==> config.mk <==
export PLATFORM = sky130hd
export DESIGN_NAME = mem_arbiter
export DESIGN_NICKNAME = d
export VERILOG_FILES = /design/src/rtl/mem_arb_pkg.sv /design/src/rtl/mem_arbiter_rr_arb2.sv /design/src/rtl/mem_arbiter.sv
export SDC_FILE = /design/constraint.sdc
export NUM_CORES = 1
export LEC_CHECK = 0
export CAP_MARGIN = 20
export CORE_AREA = 3 3 243 245
export DETAILED_ROUTE_END_ITERATION = 10
export DIE_AREA = 0 0 246 248
export MAX_ROUTING_LAYER = met4
export PLACE_DENSITY = 0.69
export SYNTH_ARGS = -nofsm -noshare
export SYNTH_HDL_FRONTEND = slang
export SYNTH_HIERARCHICAL = 1
export SYNTH_SLANG_ARGS = --single-unit
==> constraint.sdc <==
create_clock -name CLK -period 2.7 [get_ports CLK]
set_input_delay 0.54 -clock CLK [delete_from_list [all_inputs] [get_ports CLK]]
set_output_delay 0.54 -clock CLK [all_outputs]
set_load 0.1 [all_outputs]
==> src/rtl/mem_arb_pkg.sv <==
// Shared types and constants for the line-refill arbiter.
//   state_e    : controller states
//   BEATS      : words per cache line
//   ADDR_W/WORD_W/LINE_W : bus and line widths
//   beat_addr(): byte address of word k within a line
package mem_arb_pkg;

  typedef enum logic [1:0] {
    IDLE  = 2'd0,
    ISSUE = 2'd1,
    DRAIN = 2'd2,
    DONE  = 2'd3
  } state_e;

  localparam int BEATS  = 4;
  localparam int ADDR_W = 12;
  localparam int WORD_W = 32;
  localparam int LINE_W = 128;

  localparam logic [1:0] BEAT_LAST = 2'(BEATS - 1);

  function automatic logic [ADDR_W-1:0] beat_addr(input logic [7:0] line,
                                                  input logic [1:0] k);
    return {line, k, 2'b00};
  endfunction

endpackage

==> src/rtl/mem_arbiter_rr_arb2.sv <==
// Two-way round-robin arbiter with a last-grant flop.
//   clk_i, rst_ni : clock, async active-low reset (last grant -> port 0)
//   req_i[1:0]    : pending requests
//   upd_i         : load upd_port_i as the most recently served port
//   gnt_vld_o     : at least one request pending
//   gnt_port_o    : port to serve (combinational from req_i and last grant)
module rr_arb2 (
  input  logic       clk_i,
  input  logic       rst_ni,
  input  logic [1:0] req_i,
  input  logic       upd_i,
  input  logic       upd_port_i,
  output logic       gnt_vld_o,
  output logic       gnt_port_o
);

  logic last_q;

  always_ff @(posedge clk_i or negedge rst_ni) begin
    if (!rst_ni) begin
      last_q <= 1'b0;
    end else if (upd_i) begin
      last_q <= upd_port_i;
    end
  end

  always_comb begin
    gnt_vld_o  = |req_i;
    gnt_port_o = 1'b0;
    unique case (req_i)
      2'b01:   gnt_port_o = 1'b0;
      2'b10:   gnt_port_o = 1'b1;
      2'b11:   gnt_port_o = ~last_q;  // tie goes to the port not served last
      default: gnt_port_o = 1'b0;
    endcase
  end

endmodule

==> src/rtl/mem_arbiter.sv <==
// Line-refill controller sharing one backing memory between the I-cache
// (port 0) and the D-cache (port 1). One 4-word line transfer at a time:
// beats are issued on consecutive cycles, read data is captured LAT cycles
// after each beat, and the finished line is returned with a DONE pulse.
//
// state | meaning
// IDLE  | sample REQ0/REQ1, grant one, latch request
// ISSUE | one memory beat per cycle, words 0..3
// DRAIN | wait for the last read word to come back
// DONE  | pulse DONE of granted port, update round-robin flag
//
// Ports:
//   CLK, RSTn              : clock, async active-low reset
//   REQx, WEx, ADDRx, WDATAx : line request from port x (level, held to DONE)
//   RDATAx, DONEx          : refill line and completion pulse to port x
//   BUSY                   : controller not idle
//   M_CSN, M_WEN, M_ADDR, M_BE, M_DI : registered memory command bus
//   M_DO                   : memory read data, valid LAT cycles after a beat
module mem_arbiter
  import mem_arb_pkg::*;
#(
  parameter int LAT = 2
) (
  input  logic                CLK,
  input  logic                RSTn,
  input  logic                REQ0,
  input  logic                REQ1,
  input  logic                WE0,
  input  logic                WE1,
  input  logic [ADDR_W-1:0]   ADDR0,
  input  logic [ADDR_W-1:0]   ADDR1,
  input  logic [LINE_W-1:0]   WDATA0,
  input  logic [LINE_W-1:0]   WDATA1,
  output logic [LINE_W-1:0]   RDATA0,
  output logic [LINE_W-1:0]   RDATA1,
  output logic                DONE0,
  output logic                DONE1,
  output logic                BUSY,
  output logic                M_CSN,
  output logic                M_WEN,
  output logic [ADDR_W-1:0]   M_ADDR,
  output logic [3:0]          M_BE,
  output logic [WORD_W-1:0]   M_DI,
  input  logic [WORD_W-1:0]   M_DO
);

  state_e              state_q;
  logic [1:0]          beat_q;
  logic [1:0]          cap_k_q;
  logic [LAT-1:0]      cap_pipe_q;
  logic [LAT-1:0]      cap_pipe_d;
  logic                port_q;
  logic                we_q;
  logic [7:0]          line_addr_q;
  logic [LINE_W-1:0]   wdata_q;
  logic [3*WORD_W-1:0] rbuf_q;
  logic                csn_q;
  logic                wen_q;
  logic [3:0]          be_q;
  logic [ADDR_W-1:0]   maddr_q;
  logic [WORD_W-1:0]   di_q;
  logic                done0_q;
  logic                done1_q;
  logic                busy_q;
  logic [LINE_W-1:0]   rdata0_q;
  logic [LINE_W-1:0]   rdata1_q;

  logic                gnt_vld;
  logic                gnt_port;
  logic                sel_we;
  logic [7:0]          sel_line;
  logic [LINE_W-1:0]   sel_wdata;
  logic                rd_beat;
  logic                cap_now;
  logic [1:0]          beat_nxt;
  logic                unused_addr_bits;

  assign unused_addr_bits = ^{ADDR0[3:0], ADDR1[3:0]};

  rr_arb2 u_rr_arb2 (
    .clk_i      (CLK),
    .rst_ni     (RSTn),
    .req_i      ({REQ1, REQ0}),
    .upd_i      (state_q == DONE),
    .upd_port_i (port_q),
    .gnt_vld_o  (gnt_vld),
    .gnt_port_o (gnt_port)
  );

  assign sel_we    = gnt_port ? WE1 : WE0;
  assign sel_line  = gnt_port ? ADDR1[11:4] : ADDR0[11:4];
  assign sel_wdata = gnt_port ? WDATA1 : WDATA0;
  assign beat_nxt  = beat_q + 2'd1;

  // A read beat on the bus this cycle returns on M_DO exactly LAT cycles
  // later; the delay line tags those return cycles.
  assign rd_beat = ~csn_q & wen_q;
  assign cap_now = cap_pipe_q[LAT-1];

  always_comb begin
    cap_pipe_d    = '0;
    cap_pipe_d[0] = rd_beat;
    for (int i = 1; i < LAT; i++) begin
      cap_pipe_d[i] = cap_pipe_q[i-1];
    end
  end

  always_ff @(posedge CLK or negedge RSTn) begin
    if (!RSTn) begin
      state_q     <= IDLE;
      beat_q      <= '0;
      cap_k_q     <= '0;
      cap_pipe_q  <= '0;
      port_q      <= 1'b0;
      we_q        <= 1'b0;
      line_addr_q <= '0;
      wdata_q     <= '0;
      rbuf_q      <= '0;
      csn_q       <= 1'b1;
      wen_q       <= 1'b1;
      be_q        <= '0;
      maddr_q     <= '0;
      di_q        <= '0;
      done0_q     <= 1'b0;
      done1_q     <= 1'b0;
      busy_q      <= 1'b0;
      rdata0_q    <= '0;
      rdata1_q    <= '0;
    end else begin
      done0_q    <= 1'b0;
      done1_q    <= 1'b0;
      cap_pipe_q <= cap_pipe_d;

      // Words 0..2 park in the buffer; word 3 goes straight into RDATA.
      if (cap_now) begin
        cap_k_q <= cap_k_q + 2'd1;
        unique case (cap_k_q)
          2'd0:    rbuf_q[31:0]  <= M_DO;
          2'd1:    rbuf_q[63:32] <= M_DO;
          2'd2:    rbuf_q[95:64] <= M_DO;
          default: ;
        endcase
      end

      unique case (state_q)
        IDLE: begin
          if (gnt_vld) begin
            port_q      <= gnt_port;
            we_q        <= sel_we;
            line_addr_q <= sel_line;
            wdata_q     <= sel_wdata;
            beat_q      <= '0;
            cap_k_q     <= '0;
            csn_q       <= 1'b0;
            wen_q       <= ~sel_we;
            be_q        <= 4'hF;
            maddr_q     <= beat_addr(sel_line, 2'd0);
            di_q        <= sel_wdata[WORD_W-1:0];
            busy_q      <= 1'b1;
            state_q     <= ISSUE;
          end
        end

        ISSUE: begin
          if (beat_q == BEAT_LAST) begin
            csn_q   <= 1'b1;
            wen_q   <= 1'b1;
            be_q    <= '0;
            maddr_q <= '0;
            di_q    <= '0;
            if (we_q) begin
              done0_q <= ~port_q;
              done1_q <= port_q;
              state_q <= DONE;
            end else begin
              state_q <= DRAIN;
            end
          end else begin
            beat_q  <= beat_nxt;
            maddr_q <= beat_addr(line_addr_q, beat_nxt);
            di_q    <= wdata_q[{beat_nxt, 5'b0} +: WORD_W];
          end
        end

        DRAIN: begin
          if (cap_now && (cap_k_q == BEAT_LAST)) begin
            done0_q <= ~port_q;
            done1_q <= port_q;
            if (port_q) begin
              rdata1_q <= {M_DO, rbuf_q};
            end else begin
              rdata0_q <= {M_DO, rbuf_q};
            end
            state_q <= DONE;
          end
        end

        DONE: begin
          busy_q  <= 1'b0;
          state_q <= IDLE;
        end

        default: state_q <= IDLE;
      endcase
    end
  end

  assign RDATA0 = rdata0_q;
  assign RDATA1 = rdata1_q;
  assign DONE0  = done0_q;
  assign DONE1  = done1_q;
  assign BUSY   = busy_q;
  assign M_CSN  = csn_q;
  assign M_WEN  = wen_q;
  assign M_ADDR = maddr_q;
  assign M_BE   = be_q;
  assign M_DI   = di_q;

endmodule
# Word level (Yosys, flattened, before mapping)
# Index checks and enable logic that the tools add are counted.
# classes
eq_ne	13
n_reduce_logical	17
shifts	1
addsub	2
n_mux	39
bitwise	5
# ops
op	n
128-bit 2-to-1 mux	1
128-bit by 8-bit variable part select with 32-bit output	1
32-bit 2-to-1 mux	2
32-bit case mux with 2 select lines	1
12-bit 2-to-1 mux	2
12-bit case mux with 2 select lines	1
2-bit 2-to-1 mux	8
3-bit AND reduction	5
2-bit equality test (second input constant)	7
1-bit 2-to-1 mux	12
1-bit case mux with 2 select lines	6
2-bit AND reduction	6
4-bit 2-to-1 mux	2
8-bit 2-to-1 mux	1
2-bit inequality test (second input constant)	4
2-bit case mux with 4 select lines	1
4-bit case mux with 2 select lines	1
2-bit by 1-bit adder with 2-bit output (second input constant)	2
2-bit by 1-bit equality test with 1-bit output (second input constant)	2
2-bit logical NOT	2
1-bit inverter	4
2-bit case mux with 2 select lines	1
2-bit nonzero test	2
2-bit OR reduction	1
2 further kinds	2
# totals
elab_cells	99
register_bits	552

# Longest topological paths before layout
# Gate-level depths: netlist (run 1).
# depth
depth_word	6
mapped_depth	10

# Hierarchy
# The synthesis (run 1) kept the hierarchy.
# modules_own_cells
module	seq_area_each_um2	area_per_inst_um2	cells_each	instances
mem_arbiter	13665.6	23249.8	1619	1
rr_arb2	25.0	53.8	4	1

# Worst setup path before layout (run 1)
# No wires, ideal clock.
# synth_timing
path_type	input port to flip-flop
from	in REQ1
to	reg di_q[16], in the netlist M_DI[16]
setup_time_ns	0.126
path_stages	7
setup_slack_ns	0.770
n_path_buf	3
arrival_ns	1.804
path_cell_list	a21boi_0 > clkbuf_1 > buf_4 > buf_2 > mux2i_1 > nor3_1 > a221o_1
# synth_via
elab_chain_len	5
elab_cells_between_ends	9
# synth_rtl
element	line	rtl
start: declaration	mem_arbiter.sv:27	input logic REQ1,
2-bit equality test	mem_arbiter_rr_arb2.sv:30	unique case (req_i)
1-bit case mux with 2 select lines	mem_arbiter_rr_arb2.sv:30	
128-bit 2-to-1 mux	mem_arbiter.sv:92	assign sel_wdata = gnt_port ? WDATA1 : WDATA0;
32-bit 2-to-1 mux	mem_arbiter.sv:147	if (gnt_vld) begin
32-bit case mux with 2 select lines	mem_arbiter.sv:145	unique case (state_q)
end signal: assignment	mem_arbiter.sv:158	di_q <= sel_wdata[WORD_W-1:0];
end signal: assignment	mem_arbiter.sv:181	di_q <= wdata_q[{beat_nxt, 5'b0} +: WORD_W];
end: declaration	mem_arbiter.sv:61	logic [WORD_W-1:0] di_q;
# Parallel ways exist; a longest one is shown, timed or not. The select of a mux whose other input is x is not followed.
# A chain may end at the register's enable or synchronous reset.

# Worst setup path in the final report (run 1)
# layout_timing
from	reg state_q[1]
to	reg di_q[19], in the netlist M_DI[19]
# layout_via
elab_chain_len	3
elab_cells_between_ends	6
# layout_rtl
element	line	rtl
start: declaration	mem_arbiter.sv:47	state_e state_q;
start signal: assignment	mem_arbiter.sv:110	state_q <= IDLE;
start signal: assignment	mem_arbiter.sv:160	state_q <= ISSUE;
start signal: assignment	mem_arbiter.sv:174	state_q <= DONE;
2-bit by 1-bit equality test with 1-bit output or 2-bit logical NOT (tied branches)	mem_arbiter.sv:145	
2-bit nonzero test (no source line) or 2-bit inequality test (tied branches)	n/a	
2-bit AND reduction (no source line)	n/a	
# Parallel ways exist; a longest one is shown, timed or not.

==> flow_metrics.env, run 1 <==
export IMPL_outcome="completed"
export IMPL_cp_slowest_cell="ha_1"
export IMPL_cpPeakStageDelay_ns=0.53
export IMPL_hold_path_startpoint="cap_pipe_q[0]"
export IMPL_yosysWarnings=6
export IMPL_fin_ws_ns=0.4802
export IMPL_die_y_um=248
export IMPL_avgViaCountPerCell=5.107
export IMPL_grt_util_met3_pct=5.640
export IMPL_reg2reg_depth=6
export IMPL_yosysSeqAreaShare_pct=58.75
export IMPL_synth_distinct_cells=46
export IMPL_portBuffers=616
export IMPL_rr_startpoint="state_q[1]"
export IMPL_cts_root_buf="clkbuf_16"
export IMPL_place_ws_ns=0.1763
export IMPL_start_util_pct=40.62
export IMPL_cts_max_level=2
export IMPL_cts_tree="built"
export IMPL_areaGrowthSynthToFinish_pct=35.84
export IMPL_ant_nets=0
export IMPL_hold_path_end="cap_pipe_q[1]"
export IMPL_grt_pass1_vias=16440
export IMPL_grt_pass1_wl_mm=100.2
export IMPL_whs_path_depth=0
export IMPL_cts_sinks=547
export IMPL_grt_met1_usage_pct=27.74
export IMPL_cts_reportedPaths_clkPinSlew_ns=0.06
export IMPL_firstDrtPassIters=5
export IMPL_fin_nets=2590
export IMPL_critPathArrivalTime_ns=2.67
export IMPL_crit_fanout=32
export IMPL_io_pins=627
export IMPL_numCtsBuffers=55
export IMPL_path_delay_family="adder cells"
export IMPL_syn_area_um2=23300
export IMPL_rsz0062_at_grt="false"
export IMPL_row_count=88
export IMPL_critPathKind="flip-flop to flip-flop"
export IMPL_worstPathCellList="inv_1, ha_1, mux2i_4, nor2_2, buf_12, a221o_1"
export IMPL_hp_class="flip-flop to flip-flop"
export IMPL_gp_congestion=0.8531
export IMPL_antenna_found_initial=9
export IMPL_cp_start_kind="flip-flop"
export IMPL_max_freq_mhz=450.5
export IMPL_drc=0
export IMPL_syn_area_per_cell_um2=14.36
export IMPL_finalWirelength_mm=66.66
export IMPL_drive_gt1_share_pct=37.73
export IMPL_finClkSkew_ns=0.03211
export IMPL_cts_resized_gates=0
export IMPL_gr_total_overflow=0
export IMPL_tns_ns=0
export IMPL_coreArea_um2=57370
export IMPL_ys_async_sr_fraction_pct=100.0
export IMPL_vias=15700
export IMPL_cts_max_path_buffers=3
export IMPL_grt_busiest_layer="met2"
export IMPL_grt_max_degree=79
export IMPL_synth_ff_type="dfrtp_1"
export IMPL_insertion_delay_ns=0.60
export IMPL_critPathBufInv=2
export IMPL_r2r_end="M_DI[19]"
export IMPL_slew_violations=0
export IMPL_wire_per_inst_um=21.68
export IMPL_grt_met2_usage_pct=35.12
export IMPL_die_x_um=246
export IMPL_end_kind="flip-flop"
export IMPL_synthCells=1623
export IMPL_min_period_ns=2.220
export IMPL_cp_required_ns=3.15
export IMPL_fin_crit_sh_pct=82.21
export IMPL_rrSetupSlack_ns=0.48
export IMPL_worst_slew_pin_transition_ns=0.6101
export IMPL_hold_viol_final=0
export IMPL_die_area_um2=61010
export IMPL_setup_viol=0
export IMPL_drv_cap=0
export IMPL_synth_edf_count=0
export IMPL_drtIter0Drc=684
export IMPL_grt_usage_pct=22.09
export IMPL_dpl_hpwl_mm=49.58
export IMPL_ys_ff_latch=547
export IMPL_relSlewSlack_pct=59.33
stage by stage:
step	hold slack, ns	cell area (um2)	std cells	util (%)
after floorplan	0.2444	23310	1624	-
final	0.3603	31660	3075	55.18
after global placement	0.3324	29800	2970	51.95
after CTS	0.3667	31640	3068	55.15
after global routing	0.3727	31660	3075	55.18
after detailed placement	0.3457	29800	2970	51.95
cell families after synthesis:
family	share of synthesized area [%]
multiplexers	28.02
AO/OA/AOI/OAI	5.283
AND/OR/NAND/NOR	3.844
buffers and inverters	3.571
flip-flops	58.75
XOR/XNOR	0.03759
adder cells (fa/ha/maj)	0.4832
other	0.01609
synth_stat cells (3+ instances only):
cell type | number | area share, %
nand2_1 | 153 | 2.5
a221o_1 | 32 | 1.4
mux2i_1 | 140 | 6.0
buf_4 | 19 | 0.61
mux2_1 | 7 | 0.34
nor2b_1 | 3 | 0.081
o2bb2ai_1 | 3 | 0.11
inv_1 | 7 | 0.11
a2bb2oi_1 | 3 | 0.11
buf_6 | 28 | 1.4
ha_1 | 9 | 0.48
nand3_1 | 6 | 0.13
buf_2 | 39 | 0.84
mux2_4 | 101 | 6.5
nor2_1 | 11 | 0.18
nor3_1 | 33 | 0.71
mux2_2 | 246 | 12
mux4_1 | 5 | 0.56
dfrtp_1 | 545 | 59
mux4_2 | 27 | 2.6
o21ai_0 | 138 | 3.0
clkbuf_1 | 28 | 0.45
a21oi_1 | 5 | 0.11
o311ai_0 | 4 | 0.15
timing repair:
action,CTS,global route
setup buffers,0,0
hold endpoints to repair,42,0
hold buffers,1,0
worst max-delay path by stage:
| stage | from | endpoint | slack [ns] | cells past startpoint |
|---|---|---|---|---|
| final | state_q[1] | M_DI[19] | 0.48 | 6 |
| after global routing | state_q[1] | M_ADDR[9] | 0.36 | 5 |
| after CTS | state_q[1] | M_DI[19] | 0.47 | 6 |
| after detailed placement | REQ1 | M_DI[13] | 0.18 | 7 |
| after global placement | REQ1 | M_DI[21] | 0.22 | 7 |
| after floorplan | REQ1 | M_DI[16] | 0.77 | 7 |
sequential cells by signal, indices dropped and copies added (netlist names):
name and flops:
BUSY 1, cap_pipe_q 2, line_addr_q 8, u_rr_arb2/last_q 1, M_WEN 1, cap_k_q 2
DONE1 1, we_q 1, wdata_q 128, M_DI 32, port_q 1, RDATA1 128
M_BE 1, M_CSN 1, rbuf_q 96, M_ADDR 10, DONE0 1, beat_q 2
state_q 2, RDATA0 128
placed cells by master, fill, tap and decap left out, drive strengths merged, types with 8 or more instances in the layout:
cell / synthesis / routed
ha: 9 / 9
dfrtp: 545 / 545
clkdlybuf4s50: 0 / 308
clkbuf: 28 / 84
mux2i: 141 / 141
clkinv: 0 / 8
mux4: 32 / 32
a221o: 32 / 32
o21ai: 138 / 138
nor3: 33 / 33
inv: 7 / 9
buf: 90 / 391
mux2: 354 / 354
nand2: 154 / 154
nor2: 11 / 11
final cells by class:
cell class | instances | area, um2
diodes | 7 | 17.52
fillers | 4796 | 25710
clock buffers | 84 | 1675
multi-input cells | 952 | 8827
clock inverters | 13 | 150.1
flip-flops and latches | 547 | 13690
repair buffers | 700 | 6311
well taps | 765 | 957.2
inverters | 7 | 26.28
layer usage:
layer / wire [um] / vias to the layer above / share of wire [%]
li1: - / 7114 / -
met1: 27910 / 7984 / 42
met2: 32280 / 508 / 48
met3: 4759 / 97 / 7.1
met4: 1721 / 0 / 2.6
met5: 0 / - / 0
Power of run 1 is left out: the tool's default activity adds up to more than one toggle a clock period on the data nets, which glitch-free logic cannot reach.
==> run 2, diff against run 1 <==
--- a/config.mk
+++ b/config.mk
@@ -6,11 +6,11 @@
 export NUM_CORES = 1
 export LEC_CHECK = 0
 export CAP_MARGIN = 20
-export CORE_AREA = 3 3 243 245
+export CORE_AREA = 3 3 242 244
 export DETAILED_ROUTE_END_ITERATION = 10
-export DIE_AREA = 0 0 246 248
+export DIE_AREA = 0 0 245 247
 export MAX_ROUTING_LAYER = met4
-export PLACE_DENSITY = 0.69
+export PLACE_DENSITY = 0.72
 export SYNTH_ARGS = -nofsm -noshare
 export SYNTH_HDL_FRONTEND = slang
 export SYNTH_HIERARCHICAL = 1
==> constraint.sdc (replaced) <==
create_clock -name CLK -period 1.8 [get_ports CLK]
set_input_delay 0.36 -clock CLK [delete_from_list [all_inputs] [get_ports CLK]]
set_output_delay 0.36 -clock CLK [all_outputs]
set_load 0.1 [all_outputs]
==> run 2 against run 1 <==
The flow now finishes with violations (setup timing). Via count rose by 5.8%. Hold slack got worse by 0.13 ns. First-iteration DRC count rose by 38%. Critical path type unchanged. Core utilization rose by 10 points. Critical path depth rose by 1. Critical endpoint is now RDATA0[79]. Count of clock-buffer cells in the layout rose by 1. Non-clock buffer count rose by 82. Sequential share of layout area fell by 6.2 points. Cell count rose by 2.7%. Highest routed layer unchanged. Fmax rose by 23%. Routed wire length rose by 16%. Register-to-register slack got worse by 0.49 ns.
==> flow_metrics.env, run 2 (same netlist as run 1, synthesis figures left out) <==
export IMPL_gp_congestion=0.8789
export IMPL_multiInputGateArea_um2=9086
export IMPL_grt_pass1_vias=17370
export IMPL_grt_max_degree=80
export IMPL_grt_usage_pct=24.78
export IMPL_outcome="finished with violations"
export IMPL_cts_max_path_buffers=3
export IMPL_io_pins=627
export IMPL_place_inst=3014
export IMPL_setup_viol=6
export IMPL_finalWirelength_mm=77.23
export IMPL_drc=0
export IMPL_fin_nets=2674
export IMPL_cts_root_buf="clkbuf_16"
export IMPL_end_kind="flip-flop"
export IMPL_stdcell_count=3159
export IMPL_drive_gt1_share_pct=41.53
export IMPL_max_freq_mhz=552.3
export IMPL_areaGrowthSynthToFinish_pct=58.48
export IMPL_place_ws_ns=-0.5304
export IMPL_stdcell_area_um2=36930
export IMPL_die_area_um2=60520
export IMPL_final_cell_mix="dfrtp_1 (542), buf_12 (342), clkdlybuf4s50_1 (308)"
export IMPL_ant_nets=0
export IMPL_insertion_delay_ns=0.61
export IMPL_crit_fanout=6
export IMPL_avgViaCountPerCell=5.258
export IMPL_die_x_um=245
export IMPL_antenna_found_initial=14
export IMPL_slew_violations=0
export IMPL_cp_start_kind="flip-flop"
export IMPL_fin_ws_ns=-0.01048
export IMPL_violations="setup timing"
export IMPL_vias=16610
export IMPL_numCtsBuffers=55
export IMPL_gr_total_overflow=0
export IMPL_min_period_ns=1.810
export IMPL_firstDrtPassIters=5
export IMPL_hold_viol_final=0
export IMPL_cp_required_ns=2.30
export IMPL_place_area_um2=34180
export IMPL_cts_reportedPaths_clkPinSlew_ns=0.07
export IMPL_hp_class="input pin to asynchronous set/reset pin"
export IMPL_hold_ws_ns=0.2276
export IMPL_critPathArrivalTime_ns=2.31
export IMPL_rrSetupSlack_ns=-0.01
export IMPL_portBuffers=616
export IMPL_seqCellArea_um2=13690
export IMPL_cts_max_level=2
export IMPL_drv_cap=0
export IMPL_final_common_cell="dfrtp_1"
export IMPL_wire_per_inst_um=24.45
export IMPL_start_util_pct=41.25
export IMPL_coreArea_um2=56500
export IMPL_cts_tree="built"
export IMPL_rsz0062_at_grt="true"
export IMPL_critPathKind="flip-flop to flip-flop"
export IMPL_dpl_hpwl_mm=55.64
export IMPL_nFillCells=3814
export IMPL_cts_sinks=547
export IMPL_drtIter0Drc=941
export IMPL_grt_pass1_wl_mm=110.0
export IMPL_fin_crit_sh_pct=100.6
export IMPL_die_y_um=247
export IMPL_row_count=87
export IMPL_finClkSkew_ns=0.02082
-- run 2: changes by cell type in the layout (fill, tap and decap cells not counted), sizes merged --
cell / previous run / this run
nand2: 154 / 155
or2: 3 / 4
buf: 391 / 462
inv: 9 / 8
diode: 7 / 12
clkinv: 8 / 12
clkbuf: 84 / 96
-- run 2: path summary, 6_finish.rpt --
check / start / endpoint / cells past startpoint
setup / recovery: state_q[0] / RDATA0[79] / 7
max in group asynchronous: RSTn / M_DI[29] / 4
setup reg to reg: state_q[0] / RDATA0[79] / 7
hold reg to reg: cap_pipe_q[0] / cap_pipe_q[1] / 0
hold / removal: RSTn / RDATA1[98] / 2
min in group CLK: cap_pipe_q[0] / cap_pipe_q[1] / 0
-- run 2: stage by stage --
| stage | utilization, % | setup TNS, ns |
|---|---|---|
| after floorplan | - | 0 |
| after global placement | 60.50 | -49.80 |
| after detailed placement | 60.50 | -57.98 |
| after CTS | 64.37 | -0.7014 |
| after global routing | 65.36 | -1.977 |
| final | 65.37 | -0.02633 |
-- run 2: layout make-up --
| class | count | area share [%] |
|---|---|---|
| antenna | 12 | 0.08131 |
| clock buffer | 85 | 4.550 |
| clock inverter | 16 | 0.4675 |
| inverter | 7 | 0.07115 |
| multi-input combinational | 954 | 24.60 |
| sequential | 547 | 37.08 |
| tap | 756 | 2.561 |
| timing repair buffer | 782 | 30.59 |
-- run 2: layer usage --
metal / wire [um] / track usage, % / part of all wire [%]
met5: 0 / - / 0
met4: 2428 / 7.937 / 3.1
met3: 4901 / 5.129 / 6.3
met1: 30630 / 30.37 / 40
met2: 39270 / 41.39 / 51
-- run 2: critical path: stages (launching register included) --
cell	delay, ns
dfrtp_1	0.40
inv_2	0.08
ha_4	0.16
nand3_4	0.10
or2_4	0.31
buf_12	0.17
clkbuf_16	0.16
mux2_4	0.31
-- run 2: repair_timing --
| action | in CTS | in global routing |
|---|---|---|
| gates resized for setup | 42 | 37 |
| gates cloned | 5 | 14 |
| hold buffers | 1 | 0 |
| hold endpoints to repair | 239 | 0 |
| buffers inserted | 6 | 6 |
| pin swaps | 4 | 5 |
| endpoints found under the setup margin | 168 | 116 |
Power of run 2 is left out for the same reason.
